==> src/rtl/seg_scan_ctrl_pkg.sv <==
// Shared types and constants for the 7-segment scan controller.
// Segment vectors are bit 0 = a ... bit 6 = g, active-high.
package seg_scan_ctrl_pkg;

    localparam int SEG_W = 7;
    localparam logic [SEG_W-1:0] SEG_BLANK = 7'b0000000;

    typedef enum logic {
        ST_BLANK = 1'b0,
        ST_DRIVE = 1'b1
    } slot_state_t;

    function automatic int idx_width(input int n);
        return (n > 1) ? $clog2(n) : 1;
    endfunction

endpackage

==> src/rtl/seg_scan_ctrl_if.sv <==
// Host-side data/strobe inputs and display-pin outputs of the scan controller.
// master = host/board side, slave = controller side.
interface seg_scan_ctrl_if #(
    parameter int DIGITS = 4
);
    import seg_scan_ctrl_pkg::*;

    logic [4*DIGITS-1:0] data;
    logic [DIGITS-1:0]   dp_in;
    logic                load;
    logic                lz_en;
    logic [SEG_W-1:0]    SEG;
    logic                DP;
    logic [DIGITS-1:0]   DIG;
    logic                pending;
    logic                frame;

    modport master (
        output data, dp_in, load, lz_en,
        input  SEG, DP, DIG, pending, frame
    );

    modport slave (
        input  data, dp_in, load, lz_en,
        output SEG, DP, DIG, pending, frame
    );

endinterface

==> src/rtl/seg_scan_ctrl_dec.sv <==
// SEG_static: combinational hex-to-7-segment decoder, 0-F, active-high.
// Zero latency; no handshake.
module SEG_static (
    input  logic [3:0] i_hex,
    output logic [6:0] o_seg
);

    always_comb begin
        o_seg = 7'b0000000;
        case (i_hex)
            4'h0: o_seg = 7'b0111111;
            4'h1: o_seg = 7'b0000110;
            4'h2: o_seg = 7'b1011011;
            4'h3: o_seg = 7'b1001111;
            4'h4: o_seg = 7'b1100110;
            4'h5: o_seg = 7'b1101101;
            4'h6: o_seg = 7'b1111101;
            4'h7: o_seg = 7'b0000111;
            4'h8: o_seg = 7'b1111111;
            4'h9: o_seg = 7'b1101111;
            4'hA: o_seg = 7'b1110111;
            4'hB: o_seg = 7'b1111100;
            4'hC: o_seg = 7'b0111001;
            4'hD: o_seg = 7'b1011110;
            4'hE: o_seg = 7'b1111001;
            4'hF: o_seg = 7'b1110001;
            default: o_seg = 7'b0000000;
        endcase
    end

endmodule

==> src/rtl/seg_scan_ctrl.sv <==
// Time-multiplexed 7-segment scan with per-slot blanking and frame-aligned double buffering.
// All outputs registered; SEG valid one clock into a slot; no backpressure, load is a fire-and-forget strobe.
module seg_scan_ctrl
    import seg_scan_ctrl_pkg::*;
#(
    parameter int DIGITS   = 4,
    parameter int TICK_DIV = 1000,
    parameter int BLANK    = 8
) (
    input  logic               clk,
    input  logic               rst,
    seg_scan_ctrl_if.slave     bus
);

    localparam int CNT_W = $clog2(TICK_DIV);
    localparam int IDX_W = idx_width(DIGITS);
    localparam int WORD_W = 4 * DIGITS;

    logic [CNT_W-1:0]  r_cnt;
    logic [IDX_W-1:0]  r_idx;
    slot_state_t       r_state;
    logic [WORD_W-1:0] r_disp_dat;
    logic [DIGITS-1:0] r_disp_dp;
    logic [WORD_W-1:0] r_sh_dat;
    logic [DIGITS-1:0] r_sh_dp;
    logic              r_pend;
    logic [SEG_W-1:0]  r_seg;
    logic              r_dp;
    logic [DIGITS-1:0] r_dig;
    logic              r_frame;

    slot_state_t       w_state_nxt;
    logic              w_slot_end;
    logic              w_frame_end;
    logic [DIGITS-1:0] w_lz;
    logic              w_zero_run;
    logic [3:0]        w_nib;
    logic              w_dp_sel;
    logic              w_blank_sel;
    logic [SEG_W-1:0]  w_dec;

    always_comb begin
        w_slot_end  = (r_cnt == CNT_W'(TICK_DIV - 1));
        w_frame_end = w_slot_end && (r_idx == IDX_W'(DIGITS - 1));
        w_state_nxt = r_state;
        case (r_state)
            ST_BLANK: if (r_cnt == CNT_W'(BLANK - 1)) w_state_nxt = ST_DRIVE;
            ST_DRIVE: if (w_slot_end)                 w_state_nxt = ST_BLANK;
        endcase
    end

    always_ff @(posedge clk or posedge rst) begin
        if (rst) begin
            r_cnt   <= '0;
            r_idx   <= '0;
            r_state <= ST_BLANK;
        end else begin
            r_state <= w_state_nxt;
            if (w_slot_end) begin
                r_cnt <= '0;
                r_idx <= (r_idx == IDX_W'(DIGITS - 1)) ? '0 : r_idx + IDX_W'(1);
            end else begin
                r_cnt <= r_cnt + CNT_W'(1);
            end
        end
    end

    // A load landing on the frame-end edge skips the shadow so it shows on the very next slot.
    always_ff @(posedge clk or posedge rst) begin
        if (rst) begin
            r_disp_dat <= '0;
            r_disp_dp  <= '0;
            r_sh_dat   <= '0;
            r_sh_dp    <= '0;
            r_pend     <= 1'b0;
        end else if (bus.load && w_frame_end) begin
            r_disp_dat <= bus.data;
            r_disp_dp  <= bus.dp_in;
            r_pend     <= 1'b0;
        end else if (bus.load) begin
            r_sh_dat <= bus.data;
            r_sh_dp  <= bus.dp_in;
            r_pend   <= 1'b1;
        end else if (w_frame_end && r_pend) begin
            r_disp_dat <= r_sh_dat;
            r_disp_dp  <= r_sh_dp;
            r_pend     <= 1'b0;
        end
    end

    always_comb begin
        w_lz        = '0;
        w_zero_run  = 1'b1;
        w_nib       = 4'd0;
        w_dp_sel    = 1'b0;
        w_blank_sel = 1'b0;
        for (int i = DIGITS - 1; i >= 0; i--) begin
            w_zero_run = w_zero_run & (r_disp_dat[4*i +: 4] == 4'd0);
            w_lz[i]    = w_zero_run & (i != 0);
        end
        for (int i = 0; i < DIGITS; i++) begin
            if (r_idx == IDX_W'(i)) begin
                w_nib       = r_disp_dat[4*i +: 4];
                w_dp_sel    = r_disp_dp[i];
                w_blank_sel = bus.lz_en & w_lz[i];
            end
        end
    end

    SEG_static u_dec (
        .i_hex (w_nib),
        .o_seg (w_dec)
    );

    // Segment data is latched on the first edge of the slot, while digits are still dark.
    always_ff @(posedge clk or posedge rst) begin
        if (rst) begin
            r_seg   <= SEG_BLANK;
            r_dp    <= 1'b0;
            r_dig   <= '0;
            r_frame <= 1'b0;
        end else begin
            r_dig   <= (w_state_nxt == ST_DRIVE) ? (DIGITS'(1) << r_idx) : '0;
            r_frame <= (r_cnt == CNT_W'(TICK_DIV - 2)) && (r_idx == IDX_W'(DIGITS - 1));
            if (r_cnt == '0) begin
                r_seg <= w_blank_sel ? SEG_BLANK : w_dec;
                r_dp  <= w_dp_sel;
            end
        end
    end

    assign bus.SEG     = r_seg;
    assign bus.DP      = r_dp;
    assign bus.DIG     = r_dig;
    assign bus.pending = r_pend;
    assign bus.frame   = r_frame;

endmodule

==> src/flat_wrapper.sv <==
// flat-port wrapper written by rule: the top's interface ports become plain ports
module seg_scan_ctrl_flat import seg_scan_ctrl_pkg::*;
#(
    parameter int DIGITS   = 4,
    parameter int TICK_DIV = 1000,
    parameter int BLANK    = 8
)
  (clk, rst, bus_data, bus_dp_in, bus_load, bus_lz_en, bus_SEG, bus_DP, bus_DIG, bus_pending, bus_frame);
  seg_scan_ctrl_if #(.DIGITS(DIGITS)) bus_i ();
  input  logic clk;
  input  logic rst;
  input wire logic [$bits(bus_i.data)-1:0] bus_data;
  input wire logic [$bits(bus_i.dp_in)-1:0] bus_dp_in;
  input wire logic [$bits(bus_i.load)-1:0] bus_load;
  input wire logic [$bits(bus_i.lz_en)-1:0] bus_lz_en;
  output wire logic [$bits(bus_i.SEG)-1:0] bus_SEG;
  output wire logic [$bits(bus_i.DP)-1:0] bus_DP;
  output wire logic [$bits(bus_i.DIG)-1:0] bus_DIG;
  output wire logic [$bits(bus_i.pending)-1:0] bus_pending;
  output wire logic [$bits(bus_i.frame)-1:0] bus_frame;
  assign bus_i.data = bus_data;
  assign bus_i.dp_in = bus_dp_in;
  assign bus_i.load = bus_load;
  assign bus_i.lz_en = bus_lz_en;
  assign bus_SEG = bus_i.SEG;
  assign bus_DP = bus_i.DP;
  assign bus_DIG = bus_i.DIG;
  assign bus_pending = bus_i.pending;
  assign bus_frame = bus_i.frame;
  seg_scan_ctrl #(.DIGITS(DIGITS), .TICK_DIV(TICK_DIV), .BLANK(BLANK)) u_core (.clk(clk), .rst(rst), .bus(bus_i));
endmodule
==> config.mk <==
export PLATFORM = sky130hd
export DESIGN_NAME = seg_scan_ctrl_flat
export DESIGN_NICKNAME = d
export VERILOG_FILES = /design/src/rtl/seg_scan_ctrl_pkg.sv /design/src/rtl/seg_scan_ctrl_if.sv /design/src/rtl/seg_scan_ctrl_dec.sv /design/src/rtl/seg_scan_ctrl.sv /design/src/flat_wrapper.sv
export SDC_FILE = /design/constraint.sdc
export NUM_CORES = 1
export LEC_CHECK = 0
export CORE_MARGIN = 5
export CORE_UTILIZATION = 25
export DETAILED_ROUTE_END_ITERATION = 10
export SLEW_MARGIN = 20
export SYNTH_ARGS = -nofsm -noshare
export SYNTH_HDL_FRONTEND = slang
export SYNTH_SLANG_ARGS = --single-unit
==> constraint.sdc <==
create_clock -name clk -period 2.2 [get_ports clk]
set_input_delay 0.44 -clock clk [delete_from_list [all_inputs] [get_ports clk]]
set_output_delay 0.44 -clock clk [all_outputs]
set_load 0.05 [all_outputs]
[Word level (Yosys, flattened, before mapping)]
Memory sizes are Yosys's and may differ from the RTL's.
Cells that the tools add are included.
Word-level totals
  memory bits (read-only): 112
  bits in registers: 67
  logic and storage cells: 70
  memories kept: 1
  input port bits: 24
Operators by class
  shift operators: 1
  bitwise logic cells: 7
  add/sub/neg operators: 2
  equality and inequality tests: 7
  mux-type cells: 27
  reduce and logical (&&, ||, !) cells: 13
Memory list
  (name not given): words 16, bits a word 7, rd ports 1, clocked after Yosys merged registers in 0, wr ports 0, RTL line seg_scan_ctrl_dec.sv:10  | case (i_hex)
Operators by type and width (count)
  $mux 16: 3
  $mux 4: 8
  $eq 10x10->1 const B: 2
  $logic_not 4->1: 3
  $mux 1: 12
  $add 10x1->10 const B: 1
  $eq 10x3->1 const B: 1
  $logic_not 10->1: 1
  $mux 10: 1
  $mux 7: 1
  $and 1x1->1: 5
  $eq 2x2->1 const B: 2
  $logic_and 1x1->1: 4
  $reduce_and 2->1: 2
  $shl 1x2->4 const A: 1
  $reduce_bool 3->1: 1
  $add 2x1->2 const B: 1
  $eq 2x1->1 const B: 1
  $logic_not 2->1: 1
  $mux 2: 1
  $ne 2x1->1 const B: 1
  $not 1->1: 2
  $pmux 1 s2: 1
  $reduce_bool 2->1: 1

[Logic depth before layout (Yosys ltp)]
  word-level depth: 8
  mapped depth: 10
  mapped depth without buffers: 9

[Modules after synthesis]
From an unflattened synthesis, not the netlist that was laid out.
Unflattened totals
  cells, all modules: 309
  area total of the unflattened synthesis: 3384.5 um^2
Modules (own cells, without submodules)
  seg_scan_ctrl: cells each 276, area an instance 3096.7 um^2, instances 1
  SEG_static: cells each 33, area an instance 287.8 um^2, instances 1

[Worst setup path before layout]
No wires, ideal clock.
  kind: register to register
  start point: register u_core.r_idx[0]
  end point: register u_core.r_seg[5] (netlist: u_core.bus.SEG[5])
  required time: 2.079 ns
  setup slack: -0.113 ns
  cell stages (with the launch flop): 10
  library setup time: 0.121 ns
  data arrival time: 2.192 ns
  cells stage by stage: dfrtp_1 ha_1 buf_2 buf_2 nor2b_1 a211oi_2 inv_1 ha_1 a211o_1 a32o_2
On the way
  word-level cells in the longest chain between the ends: 7
Ends and longest elaborated chain
  from (decl): RTL line seg_scan_ctrl.sv:20  | logic [IDX_W-1:0] r_idx;
  from (signal assigned): RTL line seg_scan_ctrl.sv:61  | r_idx <= (r_idx == IDX_W'(DIGITS - 1)) ? '0 : r_idx + IDX_W'(1);
  $logic_not 2->1: RTL line seg_scan_ctrl.sv:102  | if (r_idx == IDX_W'(i)) begin
  $mux 4 (4 in a row): RTL line seg_scan_ctrl.sv:102
  $mem_v2 16x7
  $mux 7 *: RTL line seg_scan_ctrl.sv:126  | r_seg <= w_blank_sel ? SEG_BLANK : w_dec;
  to (signal assigned): RTL line seg_scan_ctrl.sv:126
  to (decl): RTL line seg_scan_ctrl.sv:27  | logic [SEG_W-1:0] r_seg;
Every way passes the cells marked *; elsewhere a longest branch is shown, timed or not.
A chain may end at the register's enable or synchronous reset.

[Worst setup path in the final report]
  start point: register u_core.r_idx[1]
  end point: register u_core.r_seg[3] (netlist: u_core.bus.SEG[3])
The elaborated chain is that of the path after synthesis.

==> impl_metrics.json <==
{
  "status": "finished clean",
  "power.total_mw": 3.08,
  "skew_ps": 8.31,
  "wire_per_inst_um": 14.5,
  "layout_common_cells": "dfrtp_1 (65), clkdlybuf4s50_1 (36), buf_4 (29), nor2_1 (26), nand2_1 (23)",
  "place_ws_ps": -171,
  "cp_slowest_cell": "dfrtp_2",
  "synth.area.top_cells": "dfrtp_1 (47%), mux2_2 (5.4%), ha_1 (4.6%), a2bb2oi_2 (4.2%), nor2_1 (2.8%)",
  "nets": 416,
  "mostFrequentLayoutCell": "dfrtp_1",
  "cts_made_buffers": 9,
  "dieArea_um2": 16600,
  "syn_area_per_cell_um2": 11.2,
  "start_util_pct": 25.5,
  "fin_crit_sh_pct": 100,
  "fin_crit_ps": 2200,
  "grt_use_total_pct": 10.6,
  "power_switching_uw": 715,
  "cts_tree": "built",
  "pwr-share-clk_pct": 45.8,
  "gp_congestion": 0.837,
  "r2r_start": "u_core.r_idx[1]",
  "design_area_um2": 4710,
  "syn_nets": 352,
  "finalHoldViolCount": 0,
  "die_w_um": 129,
  "area_delta_synth_final_pct": 32.9,
  "ios": 38,
  "slew_violations": 0,
  "grt_max_degree": 24,
  "grt_pass1_wl_mm": 14.0,
  "r2r_end": "u_core.bus.SEG[3]",
  "postSynthCellCount": 315,
  "cp-start-kind": "flip-flop",
  "vias": 2599,
  "worstSetupStartpoint": "u_core.r_idx[1]",
  "ir_worst_vdd_uv": 403,
  "synth-edff-count": 0,
  "drt-initial-drc-count": 128,
  "drt_wl_total_mm": 8.18,
  "reg2reg_depth": 8,
  "drtPass1Iterations": 4,
  "path_clk_slew_ps": 60,
  "cp_cell_sequence": "inv_4 > ha_4 > a211oi_1 > a211o_1 > ha_1 > a21oi_1 > a32o_1 > a22o_2",
  "grt_pass1_vias": 2846,
  "swShare_pct": 23.2,
  "maxCapViolCount": 0,
  "cpPeakStageDelay_ps": 460,
  "rows": 43,
  "tightestPinTransition_ps": 548,
  "ys_async_sr_fraction_pct": 100,
  "port_buffers": 37,
  "ys.flop_type": "dfrtp_1",
  "critPathKind": "flip-flop to flip-flop",
  "cp_max_fo": 8,
  "cellPowerDensity_nw_per_um2": 654,
  "leakagePower_nw": 1.90,
  "antenna_cells": 0,
  "drc": 0,
  "grt_antenna_before_repair": 0,
  "vias_per_cell": 4.61,
  "cp.required_ps": 2420,
  "core-area_um2": 13900,
  "synth_top_area_share_pct": 47.3,
  "drtAntennaViolNets": 0,
  "pwr-share-comb_pct": 10.8,
  "cts_root_buffer": "clkbuf_16",
  "place_area_um2": 4290,
  "setup-violations-final": 0,
  "pwr-share-seq_pct": 43.4,
  "grt_overflow_total": 0,
  "layout-drive-gt1-share_pct": 29.9,
  "arrival_ps": 2420,
  "clk_latency_ps": 330,
  "synth_cell_types": 57,
  "htree_levels": 3,
  "p_int_mw": 2.37,
  "dp_hpwl_mm": 6.13,
  "fin_util_pct": 33.9,
  "reg2reg_slack_ps": 0.7,
  "slew_headroom_pct": 63.4,
  "fmax_mhz": 455,
  "crit_end": "u_core.bus.SEG[3]",
  "grt_setup_unrepaired": "yes",
  "ys.warnings.count": 0,
  "setup.worst_path.end_class": "flip-flop",
  "holdCritPathClass": "flip-flop to flip-flop",
  "clk_path_buf_depth": 2,
  "synth.cell_area_um2": 3540,
  "synth_top_area_cell": "dfrtp_1",
  "cts_sinks": 67,
  "synth_seq_cells": 67,
  "fin_ws_ps": 0.667,
  "seq_area_frac_synth_pct": 47.3,
  "die_h_um": 129
}
==> worst min path at each step <==
stage	start	to	slack (ps)	cells after the start
2_1_floorplan	u_core.r_cnt[0]	u_core.r_cnt[0]	450	1
3_3_place_gp	u_core.r_cnt[0]	u_core.r_cnt[0]	470	1
3_5_place_dp	u_core.r_state	u_core.r_state	480	1
4_1_cts	u_core.r_state	u_core.r_state	480	1
5_1_grt	u_core.r_state	u_core.r_state	510	1
6_report	u_core.r_state	u_core.r_state	480	1
==> state kept, by name, indices dropped and copies added (netlist names) <==
name / cells
u_core.bus.DIG: 4
u_core.bus.DP: 1
u_core.bus.SEG: 7
u_core.bus.frame: 1
u_core.bus.pending: 1
u_core.r_cnt: 10
u_core.r_disp_dat: 16
u_core.r_disp_dp: 4
u_core.r_idx: 2
u_core.r_sh_dat: 16
u_core.r_sh_dp: 4
u_core.r_state: 1
==> critical path, delay by kind of cell (launching register included) <==
family	cells	cell delay, ps
fa+ha+maj	2	530
compound gates	5	990
buf+inv	1	100
flops	1	460
==> power groups by stage <==
stage	logic, mW	registers [mW]	clock network (mW)
finish	0.331	1.34	1.41
global route	0.363	1.34	1.51
CTS	0.336	1.34	1.45
detailed placement	0.332	1.36	0
global placement	0.324	1.36	0
floorplan	0.172	1.39	0
==> cell families (layout without fill, tap and decap cells) <==
| group | count (synthesis) | after routing | synth area share, % |
|---|---|---|---|
| buffers and inverters | 26 | 95 | 4.06 |
| XOR/XNOR | 6 | 6 | 1.48 |
| AND/OR/NAND/NOR | 101 | 101 | 16.7 |
| flip-flops | 67 | 67 | 47.3 |
| AO/OA/AOI/OAI | 81 | 81 | 19.1 |
| adder cells (fa/ha/maj) | 13 | 13 | 4.59 |
| multiplexers | 21 | 21 | 6.64 |
==> final cells by class <==
| class | count | area, µm² |
|---|---|---|
| repair buffers | 70 | 669 |
| well taps | 180 | 225 |
| flip-flops and latches | 67 | 1680 |
| inverters | 9 | 38.8 |
| multi-input cells | 222 | 1800 |
| clock inverters | 5 | 52.6 |
| clock buffers | 11 | 243 |
| fillers | 1414 | 9170 |
==> per-layer routing <==
metal | vias to the layer above | GRT usage [%] | share of wire (%)
li1 | 1288 | - | -
met1 | 1255 | 13.3 | 47
met2 | 46 | 17.6 | 48
met3 | 10 | 2.93 | 2.6
met4 | 0 | 3.71 | 1.7
met5 | - | 0 | 0
==> through the flow <==
step / hold WS (ps) / setup TNS [ps] / cells
global placement: 465 / -187 / 544
finish: 480 / 0 / 564
detailed placement: 478 / -837 / 544
floorplan: 446 / 0 / 315
CTS: 485 / 0 / 561
global route: 513 / -447 / 564
==> synthesized netlist by cell type, drive strengths merged (5+ instances only) <==
| master | count |
|---|---|
| a211oi | 5 |
| a22o | 5 |
| ha | 13 |
| mux2 | 20 |
| nor4 | 5 |
| clkbuf | 5 |
| a2bb2oi | 16 |
| nand3 | 9 |
| o21ai | 12 |
| nor3 | 6 |
| buf | 12 |
| inv | 9 |
| nand2 | 26 |
| dfrtp | 67 |
| nor2b | 7 |
| nor2 | 28 |
| o22ai | 15 |
| a21oi | 13 |
==> what timing repair did <==
item	in CTS	in global routing
setup endpoints to repair	7	7
endpoints found under the hold margin	0	0
pin swaps	2	1
hold buffers	0	0
resized for setup	17	6
buffers inserted	1	3
(Power assumes the default switching activity.)
